[src/rtl/io_pkg.sv]
// Shared address map, status bit positions and address decode for the IO bus controller.
package io_pkg;

  localparam logic [7:0] IO_LED     = 8'h00;
  localparam logic [7:0] IO_TX_STAT = 8'h04;
  localparam logic [7:0] IO_TX_DATA = 8'h08;
  localparam logic [7:0] IO_RX_STAT = 8'h10;
  localparam logic [7:0] IO_RX_DATA = 8'h14;
  localparam logic [7:0] IO_CYCLE   = 8'h18;
  localparam logic [7:0] IO_OVF_CLR = 8'h1C;

  localparam int TX_STAT_NOT_FULL  = 0;
  localparam int TX_STAT_OVF       = 1;
  localparam int RX_STAT_NOT_EMPTY = 0;
  localparam int RX_STAT_OVF       = 1;

  typedef enum logic [2:0] {
    SEL_NONE,
    SEL_LED,
    SEL_TX_STAT,
    SEL_TX_DATA,
    SEL_RX_STAT,
    SEL_RX_DATA,
    SEL_CYCLE,
    SEL_OVF_CLR
  } io_sel_e;

  // Caller passes a word-aligned address; low two bits are already masked.
  function automatic io_sel_e io_decode(input logic [7:0] word_addr);
    io_sel_e sel;
    case (word_addr)
      IO_LED:     sel = SEL_LED;
      IO_TX_STAT: sel = SEL_TX_STAT;
      IO_TX_DATA: sel = SEL_TX_DATA;
      IO_RX_STAT: sel = SEL_RX_STAT;
      IO_RX_DATA: sel = SEL_RX_DATA;
      IO_CYCLE:   sel = SEL_CYCLE;
      IO_OVF_CLR: sel = SEL_OVF_CLR;
      default:    sel = SEL_NONE;
    endcase
    return sel;
  endfunction

  function automatic logic [31:0] status_word(input logic ovf, input logic flag);
    logic [31:0] w;
    w = '0;
    w[1] = ovf;
    w[0] = flag;
    return w;
  endfunction

endpackage

[src/rtl/io_fifo.sv]
// Synchronous FIFO with combinational head; a push into a full FIFO is accepted only
// when a pop frees a slot in the same cycle, otherwise it is dropped and ovf_set pulses.
module io_fifo #(
  parameter int WIDTH = 32,
  parameter int DEPTH = 4
) (
  input  logic             clk,
  input  logic             rst,
  input  logic             push,
  input  logic [WIDTH-1:0] din,
  input  logic             pop,
  output logic [WIDTH-1:0] dout,
  output logic             empty,
  output logic             full,
  output logic             ovf_set
);

  localparam int AW = (DEPTH > 1) ? $clog2(DEPTH) : 1;
  localparam int CW = AW + 1;

  logic [WIDTH-1:0] mem [DEPTH];
  logic [AW-1:0]    wr_ptr_reg;
  logic [AW-1:0]    rd_ptr_reg;
  logic [CW-1:0]    count_reg;
  logic             do_push;
  logic             do_pop;

  assign empty   = (count_reg == '0);
  assign full    = (count_reg == CW'(DEPTH));
  assign do_pop  = pop && !empty;
  assign do_push = push && (!full || do_pop);
  assign ovf_set = push && full && !do_pop;

  // Empty FIFO presents zero so downstream readers never see stale data.
  assign dout = empty ? '0 : mem[rd_ptr_reg];

  always_ff @(posedge clk) begin
    if (do_push) begin
      mem[wr_ptr_reg] <= din;
    end
  end

  always_ff @(posedge clk) begin
    if (rst) begin
      wr_ptr_reg <= '0;
      rd_ptr_reg <= '0;
      count_reg  <= '0;
    end else begin
      if (do_push) begin
        wr_ptr_reg <= wr_ptr_reg + AW'(1);
      end
      if (do_pop) begin
        rd_ptr_reg <= rd_ptr_reg + AW'(1);
      end
      case ({do_push, do_pop})
        2'b10:   count_reg <= count_reg + CW'(1);
        2'b01:   count_reg <= count_reg - CW'(1);
        default: count_reg <= count_reg;
      endcase
    end
  end

endmodule

[src/rtl/io_bus_ctrl.sv]
// Memory-mapped peripheral controller: LED register, tx/rx FIFOs, cycle counter,
// with a zero-latency combinational read path back to the CPU.
module io_bus_ctrl
  import io_pkg::*;
#(
  parameter int FIFO_DEPTH = 4,
  parameter int LED_W      = 16
) (
  input  logic             clk,
  input  logic             rst,
  input  logic [7:0]       io_addr,
  input  logic [31:0]      io_dout,
  input  logic             io_we,
  input  logic             io_rd,
  output logic [31:0]      io_din,
  output logic [LED_W-1:0] led,
  output logic [31:0]      seg_data,
  output logic             seg_valid,
  input  logic             seg_ready,
  input  logic [31:0]      sw_data,
  input  logic             sw_valid
);

  logic [7:0]       word_addr;
  io_sel_e          sel;
  logic [LED_W-1:0] led_reg;
  logic [31:0]      cycle_reg;
  logic             tx_ovf_reg;
  logic             rx_ovf_reg;

  logic             tx_push;
  logic             tx_empty;
  logic             tx_full;
  logic             tx_ovf_set;
  logic [31:0]      tx_head;

  logic             rx_pop;
  logic             rx_empty;
  logic             rx_full;
  logic             rx_ovf_set;
  logic [31:0]      rx_head;

  logic             ovf_clr;

  assign word_addr = io_addr & 8'hFC;
  assign sel       = io_decode(word_addr);

  assign tx_push = io_we && (sel == SEL_TX_DATA);
  assign rx_pop  = io_rd && (sel == SEL_RX_DATA);
  assign ovf_clr = io_we && (sel == SEL_OVF_CLR);

  io_fifo #(
    .WIDTH (32),
    .DEPTH (FIFO_DEPTH)
  ) u_tx_fifo (
    .clk     (clk),
    .rst     (rst),
    .push    (tx_push),
    .din     (io_dout),
    .pop     (seg_ready),
    .dout    (tx_head),
    .empty   (tx_empty),
    .full    (tx_full),
    .ovf_set (tx_ovf_set)
  );

  io_fifo #(
    .WIDTH (32),
    .DEPTH (FIFO_DEPTH)
  ) u_rx_fifo (
    .clk     (clk),
    .rst     (rst),
    .push    (sw_valid),
    .din     (sw_data),
    .pop     (rx_pop),
    .dout    (rx_head),
    .empty   (rx_empty),
    .full    (rx_full),
    .ovf_set (rx_ovf_set)
  );

  assign seg_data  = tx_head;
  assign seg_valid = !tx_empty;
  assign led       = led_reg;

  always_ff @(posedge clk) begin
    if (rst) begin
      led_reg   <= '0;
      cycle_reg <= '0;
    end else begin
      cycle_reg <= cycle_reg + 32'd1;
      if (io_we && (sel == SEL_LED)) begin
        led_reg <= io_dout[LED_W-1:0];
      end
    end
  end

  // A fresh overflow in the same cycle as a clear wins, so no event is lost.
  always_ff @(posedge clk) begin
    if (rst) begin
      tx_ovf_reg <= 1'b0;
      rx_ovf_reg <= 1'b0;
    end else begin
      if (tx_ovf_set) begin
        tx_ovf_reg <= 1'b1;
      end else if (ovf_clr) begin
        tx_ovf_reg <= 1'b0;
      end
      if (rx_ovf_set) begin
        rx_ovf_reg <= 1'b1;
      end else if (ovf_clr) begin
        rx_ovf_reg <= 1'b0;
      end
    end
  end

  always_comb begin
    io_din = '0;
    case (sel)
      SEL_LED:     io_din = 32'(led_reg);
      SEL_TX_STAT: io_din = status_word(tx_ovf_reg, !tx_full);
      SEL_RX_STAT: io_din = status_word(rx_ovf_reg, !rx_empty);
      SEL_RX_DATA: io_din = rx_head;
      SEL_CYCLE:   io_din = cycle_reg;
      default:     io_din = '0;
    endcase
  end

endmodule

[config.mk]
export PLATFORM = sky130hd
export DESIGN_NAME = io_bus_ctrl
export DESIGN_NICKNAME = d
export VERILOG_FILES = /design/src/rtl/io_pkg.sv /design/src/rtl/io_fifo.sv /design/src/rtl/io_bus_ctrl.sv
export SDC_FILE = /design/constraint.sdc
export NUM_CORES = 1
export LEC_CHECK = 0
export BUFFER_PORTS_ARGS = -buffer_cell sky130_fd_sc_hd__buf_2
export CORE_MARGIN = 2
export CORE_UTILIZATION = 60
export CTS_CLUSTER_DIAMETER = 60
export DETAILED_ROUTE_END_ITERATION = 16
export MAX_ROUTING_LAYER = met4
export PLACE_DENSITY = 0.79
export REMOVE_ABC_BUFFERS = 1
export SYNTH_ARGS = -nofsm -noshare
export SYNTH_HDL_FRONTEND = slang
export SYNTH_SLANG_ARGS = --single-unit
[constraint.sdc]
create_clock -name clk -period 6.7 [get_ports clk]
set_clock_uncertainty 0.05 [all_clocks]
set_input_delay 0.67 -clock clk [delete_from_list [all_inputs] [get_ports clk]]
set_output_delay 0.67 -clock clk [all_outputs]
set_load 0.03 [all_outputs]
* Word-level counts from Yosys, hierarchy flattened
Memories as Yosys holds them, arrays and structs flattened. A register that Yosys moved wholly into a read port is not among the register bits.
Cells that the tools add are included.
** Storage, ports and cells
- Register bits after elaboration :: 64
- Input port bits :: 78
- Memories :: 2
- Output and inout port bits :: 81
- Bits in writable memories :: 256
- Word-level logic and storage cells :: 84
** Memory list
- u_rx_fifo.mem :: depth 4, bits a word 32, read ports 1, clocked after Yosys merged registers in 1, write ports 1, RTL line io_fifo.sv:21 : logic [WIDTH-1:0] mem [DEPTH];
- u_tx_fifo.mem :: depth 4, bits a word 32, read ports 1, clocked after Yosys merged registers in 1, write ports 1, RTL line io_fifo.sv:21
** Operators by class
- Reductions and logical operators :: 27
- Muxes and demuxes :: 17
- Eq/ne operators :: 19
- $add $sub $neg :: 9
** Operator list (number)
- $pmux W32 S5 :: 1
- $mux W32 :: 2
- $add A32 B1 Y32 const B :: 1
- $eq A6 B3 Y1 const B :: 4
- $pmux W3 S7 :: 1
- $eq A3 B3 Y1 const B :: 6
- $logic_and A1 B1 Y1 :: 12
- $pmux W3 S2 :: 2
- $add A2 B1 Y2 const B :: 4
- $logic_not A8 Y1 :: 1
- $mux W2 :: 4
- $reduce_bool A2 Y1 :: 4
- $mux W1 :: 7
- $add A3 B1 Y3 const B :: 2
- $eq A3 B2 Y1 const B :: 2
- $eq A6 B1 Y1 const B :: 1
- $eq A6 B2 Y1 const B :: 1
- $logic_not A1 Y1 :: 6
- $logic_not A3 Y1 :: 2
- $sub A3 B1 Y3 const B :: 2
- $eq A2 B1 Y1 const B :: 2
- $eq A2 B2 Y1 const B :: 2
- $eq A3 B1 Y1 const B :: 1
- $logic_or A1 B1 Y1 :: 2

* Logic depth before layout (Yosys ltp)
Gate-level depths: netlist (run 1).
- Word-level depth :: 9
- Mapped depth :: 11
- Depth with buffers taken out :: 9

* Modules after synthesis
Synthesis (run 1) repeated with hierarchy kept, for this count alone.
** Unflattened totals
- Cell total of the unflattened synthesis :: 869
- Area total of the unflattened synthesis :: 13391.6 sq um
** By module, submodules not included
- io_fifo at u_rx_fifo :: instances 1, sequential area each 4023.9 sq um, area each 5426.5 sq um, cells an instance 271
- io_fifo at u_tx_fifo :: instances 1, sequential area each 4023.9 sq um, area each 5325.1 sq um, cells an instance 257
- io_bus_ctrl :: instances 1, sequential area each 1001.0 sq um, area each 2640.0 sq um, cells an instance 341

* Least setup slack after synthesis (run 1)
OpenSTA, ideal clock, no wires.
- Kind :: input to register
- From :: input io_we
- To :: memory u_tx_fifo.mem[0][0], enable pin
- Data required time :: 6.258 ns
- Cell stages on the path :: 5
- Buffers on the path :: 2
- Slack :: 3.932 ns
- Arrival time :: 2.326 ns
- Library setup time :: 0.392 ns
- Path through :: clkbuf_1 and2_1 and4b_1 clkbuf_1 and2_1
** On the way
- Cells in the longest elaborated chain, start to end :: 4
** Ends and longest elaborated chain
- from (decl) :: RTL line io_bus_ctrl.sv:13 : input logic io_we,
- $logic_and A1 B1 Y1 :: RTL line io_bus_ctrl.sv:48 : assign tx_push = io_we && (sel == SEL_TX_DATA);
- $logic_and A1 B1 Y1 :: RTL line io_fifo.sv:31 : assign do_push = push && (!full || do_pop);
- $mux W1 :: RTL line io_fifo.sv:38 : if (do_push) begin
- $mux W1 (not written as such) :: RTL line io_fifo.sv:39 : mem[wr_ptr_reg] <= din;
- to (decl) :: RTL line io_fifo.sv:21
No other way between the ends.

* Worst setup path in the final report (run 1)
- From :: input io_addr[3]
- To :: output io_din[15]
** On the way
- Cells in the longest elaborated chain, start to end :: 4
- Elaborated cells between the ends (all ways) :: 14
- Classes of those cells :: eq/ne (11); mux (2); reduce/logical (1)
** Ends and longest elaborated chain
- from (decl) :: RTL line io_bus_ctrl.sv:11 : input logic [7:0] io_addr,
- $eq A6 B3 Y1 (tied with other cells) :: RTL line io_pkg.sv:31 : case (word_addr)
- $pmux W3 S7 * :: RTL line io_pkg.sv:31
- $eq A3 B3 Y1 (tied with other cells) :: RTL line io_bus_ctrl.sv:119 : case (sel)
- $pmux W32 S5 * :: RTL line io_bus_ctrl.sv:119
- to (decl) :: RTL line io_bus_ctrl.sv:15 : output logic [31:0] io_din,
Mark *: on every way between the ends. The rest lies on a longest branch, timed or not.

==> results of run 1 <==
## where the power goes
group | internal [uW] | total [uW] | switching [uW]
Combinational | 53.0 | 143 | 89.8
Sequential | 2210 | 2230 | 13.4
Clock | 1040 | 1730 | 689
## final timing paths
| check | start | to | slack [ns] | cells past startpoint |
|---|---|---|---|---|
| worst min register to register | cycle_reg[0] | cycle_reg[0] | 0.41 | 1 |
| worst min-delay path | sw_data[27] | u_rx_fifo.mem[0][27] | 0.28 | 1 |
| worst max-delay path | io_addr[3] | io_din[15] | 3.25 | 7 |
| worst max register to register | u_tx_fifo.count_reg[0] | u_tx_fifo.count_reg[2] | 4.22 | 9 |
## routing by layer
| metal | share of wire | GRT usage | vias up |
|---|---|---|---|
| met4 | 0.022 | 0.06168 | 0 |
| li1 | - | - | 3445 |
| met3 | 0.069 | 0.04096 | 43 |
| met1 | 0.41 | 0.2926 | 3685 |
| met5 | 0 | - | - |
| met2 | 0.50 | 0.3844 | 250 |
## cell type report
type	count	area [sq um]	share of cell area
sequential	324	9051	0.5998
multi-input combinational	393	3626	0.2403
clock buffer	39	805.8	0.05340
clock inverter	17	214.0	0.01418
antenna	5	12.51	0.0008292
inverter	34	127.6	0.008458
tap	275	344.1	0.02280
timing repair buffer	173	908.4	0.06020
## cell families after synthesis
| logic type | count (synthesis) | share of synthesized area |
|---|---|---|
| adders and majority gates | 13 | 0.01365 |
| and+or+nand+nor | 192 | 0.08314 |
| xor gates and xnor gates | 20 | 0.01346 |
| muxes | 69 | 0.1148 |
| DFF | 324 | 0.6951 |
| AOI/OAI and AO/OA | 99 | 0.05306 |
| buffers and inverters | 83 | 0.02682 |
## worst register-to-register path, delay by kind of cell, from the launching register on
kind	cells	cell delay, ns
AO/OA/AOI/OAI	1	0.13
XOR/XNOR	1	0.16
adder cells (fa/ha/maj)	2	0.56
buffers and inverters	2	0.16
flip-flops	1	0.34
AND/OR/NAND/NOR	3	1.01
## stage by stage
step / instances / util / area, sq um / power, uW
after CTS: 1255 / 0.7127 / 15080 / 4139
after detailed placement: 1199 / 0.6645 / 14060 / 2416
final: 1260 / 0.7133 / 15090 / 4100
after global placement: 1199 / 0.6645 / 14060 / 2409
after global routing: 1259 / 0.7132 / 15090 / 4241
after floorplan: 751 / - / 12800 / 2336
## cell usage after synthesis (all sizes together) (2+ instances only)
library cell,instances
and2,44
nor2,34
o21ai,9
nand4,12
buf,23
mux2i,3
a22o,17
nor2b,2
fa,2
and4,5
xnor2,5
a222oi,13
a21oi,38
xor2,15
or3,8
mux2,2
or4,13
and3,6
nand3,30
edfxtp,256
nor4,3
o31ai,12
inv,34
clkbuf,26
mux4,64
nor3,2
ha,11
dfxtp,68
nand2,30
==> qor.csv, run 1 <==
stage;metric;value;unit
worst_setup_path;path_delay_family;simple AND/OR/NAND/NOR gates;
timing;timing.fmax;290.1;MHz
clocking;hold_buffers;0;
timing;relSlewSlack;0.5018;
clocking;cts.sinks;324;
layout;final_nets;1047;
floorplan;die_x;151.3;microns
clocking;cts_htree_levels;1;
worst_setup_path;worstPathRequired;5.98;ns
yosys;synth_top_area_share;0.5905;
clocking;clock_latency;0.55;ns
clocking;ctsRootBufferMaster;clkbuf_16;
clocking;path_clk_slew;0.06;ns
timing;maxSlewViolCount;0;
grt;grt_use_total;0.2293;
run_status;status;complete, no violations;
yosys;synth-edff-count;256;
worst_setup_path;cp_num_buf_inv;4;
yosys;synthFlopType;edfxtp_1;
timing;fin_tns_setup;0;ns
timing;fin_ws;3.253;ns
worst_setup_path;crit_type;in2out;
timing;min_period_over_period;0.5146;
timing;rsz0062_at_grt;false;
route;drc_errors;0;
hold_path;min_path_type;in2reg;
timing;period_needed;3.447;ns
floorplan;rows;53;
route;drt_iter0_markers;598;
route;via_per_inst;5.891;
yosys;synth_area_leaders;edfxtp_1 59%, mux4_2 11%, dfxtp_1 10%;
clocking;post-cts-setup-buffers;0;
place;port_buffers;156;
clocking;cts_tree;done;
route;wl;25300;microns
layout;syn_to_final_growth;15.92;%
worst_setup_path;cp-end-kind;primary output;
route;ant_nets;0;
place;hpwl;15810;microns
layout;final_common_cell;edfxtp_1;
floorplan;design.portCount;159;
route;first_pass_iters;5;
route;post_drt_wl_per_cell;20.08;microns
layout;layout_common_cells;256 x edfxtp_1, 156 x buf_2, 66 x dfxtp_1, 64 x mux4_2, 44 x and2_1;
worst_setup_path;arrival;2.73;ns
layout;layout-drive-gt1-share;0.3010;
yosys;avgSynthCellArea;16.27;sq um
place;gp_congestion;0.8630;
route;vias;7423;
worst_setup_path;cpMaxStageDelayCell;or4_1;
clocking;post_cts_resized;0;
pwr;p_leak;0.005364;uW
floorplan;fp.dieH;151.3;microns
worst_setup_path;crit_top_cell;buf_2;
place;dp_slack;3.305;ns
grt;antenna_found_initial;4;
clocking;clock_path_buffers;3;
worst_setup_path;max_stage_delay;0.62;ns
grt;grt_pass1_vias;7338;
run;drv_cap;0;
floorplan;initial_core_util;0.6154;
timing;hold_viol_final;0;
timing;tightest_slew;0.7473;ns
layout;fillers;1337;
grt;grt_max_degree;70;
yosys;yosys_warnings;0;
floorplan;coreArea;21150;sq um
pwr;ir_drop;0.0002528;V
worst_setup_path;cp-start-kind;primary input;
yosys;ys_ff_latch;324;
pwr;power.density;271.7;nW/um^2
yosys;ys_seq_area_frac;0.6951;
timing;fin_worst_hold_slack;0.2838;ns
yosys;netlist_instances;800;
yosys;synth_cell_types;49;
grt;grt_overflow;0;
yosys;yosys.area.top_type;edfxtp_1;
floorplan;design.die.area;22890;sq um
yosys;async_reset_ff_frac;0;
yosys;synth_area;13020;sq um
clocking;cts_buffers;30;
timing;setup_viol;0;
worst_setup_path;crit_chain;buf_2 > or4_1 > nor3_4 > buf_4 > a222oi_1 > inv_1 > buf_2;
grt;grt_pass1_wl;39040;microns
worst_setup_path;critical_path.max_fanout;17;
Power figures use the tool's default switching activity.
==> inputs of run 2 (changes only) <==
- ABC_AREA: default -> 1
- CORE_UTILIZATION: 60 -> 53
- PLACE_DENSITY: 0.79 -> 0.73
- clock period: 6.7 -> 3.15 ns (I/O delays scaled with it)
==> qor.csv, run 2 <==
stage;metric;value;unit;change
place;dp.cells;1771;;was 1199
pwr;pwr-share-clk;0.422;;about the same
worst_setup_path;timing.rr.start;u_tx_fifo.count_reg[0];;unchanged
worst_setup_path;arrival;2.41;ns;was 2.73 ns
yosys;synth_cell_types;34;;was 49
clocking;cts_tree;done;;unchanged
worst_setup_path;cp-endpoint;seg_data[10];;was io_din[15]
layout;antenna_cells;0;;was 5
timing;setup_viol;0;;unchanged
route;post_drt_wl_per_cell;16.89;microns;was 20.08 microns
yosys;yosys.area.top_type;edfxtp_1;;unchanged
floorplan;rows;58;;was 53
layout;final_nets;1629;;was 1047
layout;fillers;2002;;was 1337
place;port_buffers;156;;unchanged
run_status;status;complete, no violations;;unchanged
route;via_per_inst;5.281;;was 5.891
yosys;netlist_instances;1322;;was 800
grt;grt_pass1_vias;9543;;was 7338
pwr;p_int;7025;uW;was 3308 uW
yosys;ys_ff_latch;324;;unchanged
yosys;synth_most_common_cell;nor2_1;;was edfxtp_1
hold_path;min_from;sw_valid;;was sw_data[27]
timing;tightest_slew;0.9260;ns;was 0.7473 ns
place;dp_slack;0.7974;ns;was 3.305 ns
worst_setup_path;cp-end-kind;primary output;;unchanged
route;ant_nets;0;;unchanged
grt;grt_max_degree;66;;was 70
yosys;yosys_warnings;0;;unchanged
yosys;synthFlopType;edfxtp_1;;unchanged
place;gp_congestion;0.9632;;was 0.8630
timing;period_needed;2.773;ns;
yosys;synth_area_leaders;edfxtp_1 57%, dfxtp_1 10%, nor2_1 7.7%;;was edfxtp_1 59%, mux4_2 11%, dfxtp_1 10%
worst_setup_path;crit_type;reg2out;;was in2out
clocking;path_clk_slew;0.06;ns;about the same
grt;antenna_found_initial;0;;was 4
route;first_pass_iters;5;;unchanged
timing;maxSlewViolCount;0;;unchanged
worst_setup_path;r2r_setup_slack;0.80;ns;was 4.22 ns
pwr;switching_power;1783;uW;was 792.0 uW
clocking;cts.sinks;324;;unchanged
floorplan;coreArea;25110;sq um;was 21150 sq um
pwr;p_leak;0.006046;uW;was 0.005364 uW
worst_setup_path;cp-start-kind;register;;was primary input
worst_setup_path;cp_num_cells;6;;was 7
grt;grt_pass1_wl;49120;microns;was 39040 microns
timing;min_period_over_period;0.8803;;
route;drc_errors;0;;unchanged
floorplan;design.portCount;159;;unchanged
worst_setup_path;max_stage_delay;0.53;ns;was 0.62 ns
pwr;ir_drop;0.0004339;V;was 0.0002528 V
yosys;async_reset_ff_frac;0;;unchanged
clocking;ctsRootBufferMaster;clkbuf_16;;unchanged
worst_setup_path;crit_top_cell;nor2_1;;was buf_2
timing;relSlewSlack;0.3820;;was 0.5018
yosys;yosys-top-cells-count;276 x nor2_1, 256 x edfxtp_1, 220 x nand2_1;;was 256 x edfxtp_1, 68 x dfxtp_1, 64 x mux4_2
layout;final_common_cell;nor2_1;;was edfxtp_1
pwr;seqPwrFrac;0.537;;was 0.543
route;wl;31970;microns;was 25300 microns
clocking;cts_htree_levels;1;;unchanged
worst_setup_path;critical_path.max_fanout;48;;was 17
worst_setup_path;cpMaxStageDelayCell;dfxtp_2;;was or4_1
pwr;power;8808;uW;was 4100 uW
clocking;cts_buffers;31;;was 30
place;hpwl;19320;microns;was 15810 microns
clocking;clock_latency;0.56;ns;was 0.55 ns
worst_setup_path;cp_num_buf_inv;2;;was 4
yosys;synth_top_area_share;0.5678;;was 0.5905
floorplan;fp.dieH;163.8;microns;was 151.3 microns
pwr;p_comb_frac;0.041;;was 0.035
timing;timing.fmax;360.6;MHz;
run;drv_cap;0;;unchanged
yosys;synth_area;13540;sq um;was 13020 sq um
grt;grt_overflow;0;;unchanged
pwr;power.density;538.8;nW/um^2;was 271.7 nW/um^2
hold_path;min_path_type;in2reg;;unchanged
worst_setup_path;worstPathRequired;2.78;ns;was 5.98 ns
timing;fin_tns_setup;0;ns;unchanged
worst_setup_path;path_delay_family;buffers and inverters;;was simple AND/OR/NAND/NOR gates
layout;syn_to_final_growth;20.76;%;was 15.92%
clocking;clock_path_buffers;3;;unchanged
timing;fin_ws;0.3769;ns;was 3.253 ns
pwr;switching_share;0.2024;;was 0.1932
yosys;synth-edff-count;256;;unchanged
floorplan;initial_core_util;0.5392;;was 0.6154
timing;hold_viol_final;0;;unchanged
layout;layout_common_cells;268 x nor2_1, 256 x edfxtp_1, 220 x nand2_1, 156 x buf_2, 145 x o21ai_0;;was 256 x edfxtp_1, 156 x buf_2, 66 x dfxtp_1, 64 x mux4_2, 44 x and2_1
grt;grt_use_total;0.2418;;was 0.2293
worst_setup_path;crit_chain;buf_4 > nor2_1 > nor2_1 > o21ai_0 > a21oi_1 > buf_2;;was buf_2 > or4_1 > nor3_4 > buf_4 > a222oi_1 > inv_1 > buf_2
layout;stdcell_count;1893;;was 1260
worst_setup_path;reg2reg_to;u_tx_fifo.count_reg[2];;unchanged
worst_setup_path;reg2reg_depth;12;;was 9
route;vias;9996;;was 7423
floorplan;die_x;163.8;microns;was 151.3 microns
floorplan;design.die.area;26840;sq um;was 22890 sq um
route;drt_iter0_markers;965;;was 598
timing;rsz0062_at_grt;false;;unchanged
yosys;ys_seq_area_frac;0.6684;;was 0.6951
yosys;avgSynthCellArea;10.24;sq um;was 16.27 sq um
layout;layout-drive-gt1-share;0.1619;;was 0.3010
[run 2: cell count changes after synthesis, moves of 13 or more]
cell and change:
or4_1 -13, nor2_1 +242, o21ai_0 +136, a22o_1 -17, and2_1 -44, a222oi_1 -13
nand3_1 +17, nand2_1 +190, o22ai_1 +15, inv_1 +38, mux4_2 -64, a21oi_1 +62
[run 2: power by group through the flow]
stage	registers, uW	clock network, uW	logic (uW)
2_1_floorplan	4820	0	136
3_3_place_gp	4810	0	288
3_5_place_dp	4820	0	296
4_1_cts	4720	3760	363
5_1_grt	4730	3950	403
6_report	4730	3720	365
[run 2: worst min path at each step]
stage                         end  slack [ns]  cells after the start
floorplan            cycle_reg[0]        0.33                      1
global placement    cycle_reg[31]        0.40                      2
detailed placement       register        0.40                      2
CTS                    rx_ovf_reg        0.02                      3
global route           rx_ovf_reg        0.06                      3
finish                 rx_ovf_reg        0.05                      3
[run 2: tightest hold or removal path, stage by stage]
cell and delay, ns:
buf_2 0.13, nand4_1 0.09, o31ai_1 0.07
[run 2: kinds of logic after synthesis]
logic type,after synthesis,synth area share
AO/OA/AOI/OAI,275,0.1038
flip-flops,324,0.6684
buffers and inverters,134,0.04057
AND/OR/NAND/NOR,568,0.1689
XOR/XNOR,8,0.005175
adder cells (fa/ha/maj),13,0.01312
[run 2: area by class of cell]
type	instances	area (sq um)	area share
Inverter	77	294.0	0.01799
Clock buffer	45	918.4	0.05618
Clock inverter	13	127.6	0.007806
Tap cell	330	412.9	0.02526
Multi-Input combinational cell	864	3960	0.2422
Sequential cell	324	9051	0.5536
Timing Repair Buffer	240	1584	0.09689
[run 2: metrics by stage]
| stage | instance area (sq um) | hold slack [ns] | utilization |
|---|---|---|---|
| floorplan | 13280 | 0.3317 | - |
| finish | 16350 | 0.04593 | 0.6511 |
| detailed placement | 14660 | 0.4042 | 0.5839 |
| global placement | 14660 | 0.3956 | 0.5839 |
| global route | 16350 | 0.05631 | 0.6511 |
| CTS | 16350 | 0.01899 | 0.6511 |
[run 2: layer usage]
metal	routed length, microns	global-route usage
met5	0	-
met4	631	0.06180
met3	1872	0.03056
met2	16170	0.4206
met1	13300	0.3018
[run 2: repair_timing]
action / 4_1_cts / 5_1_grt
hold buffers: 64 / 0
setup buffers: 0 / 0
resized for setup: 0 / 0
endpoints found under the hold margin: 262 / 0
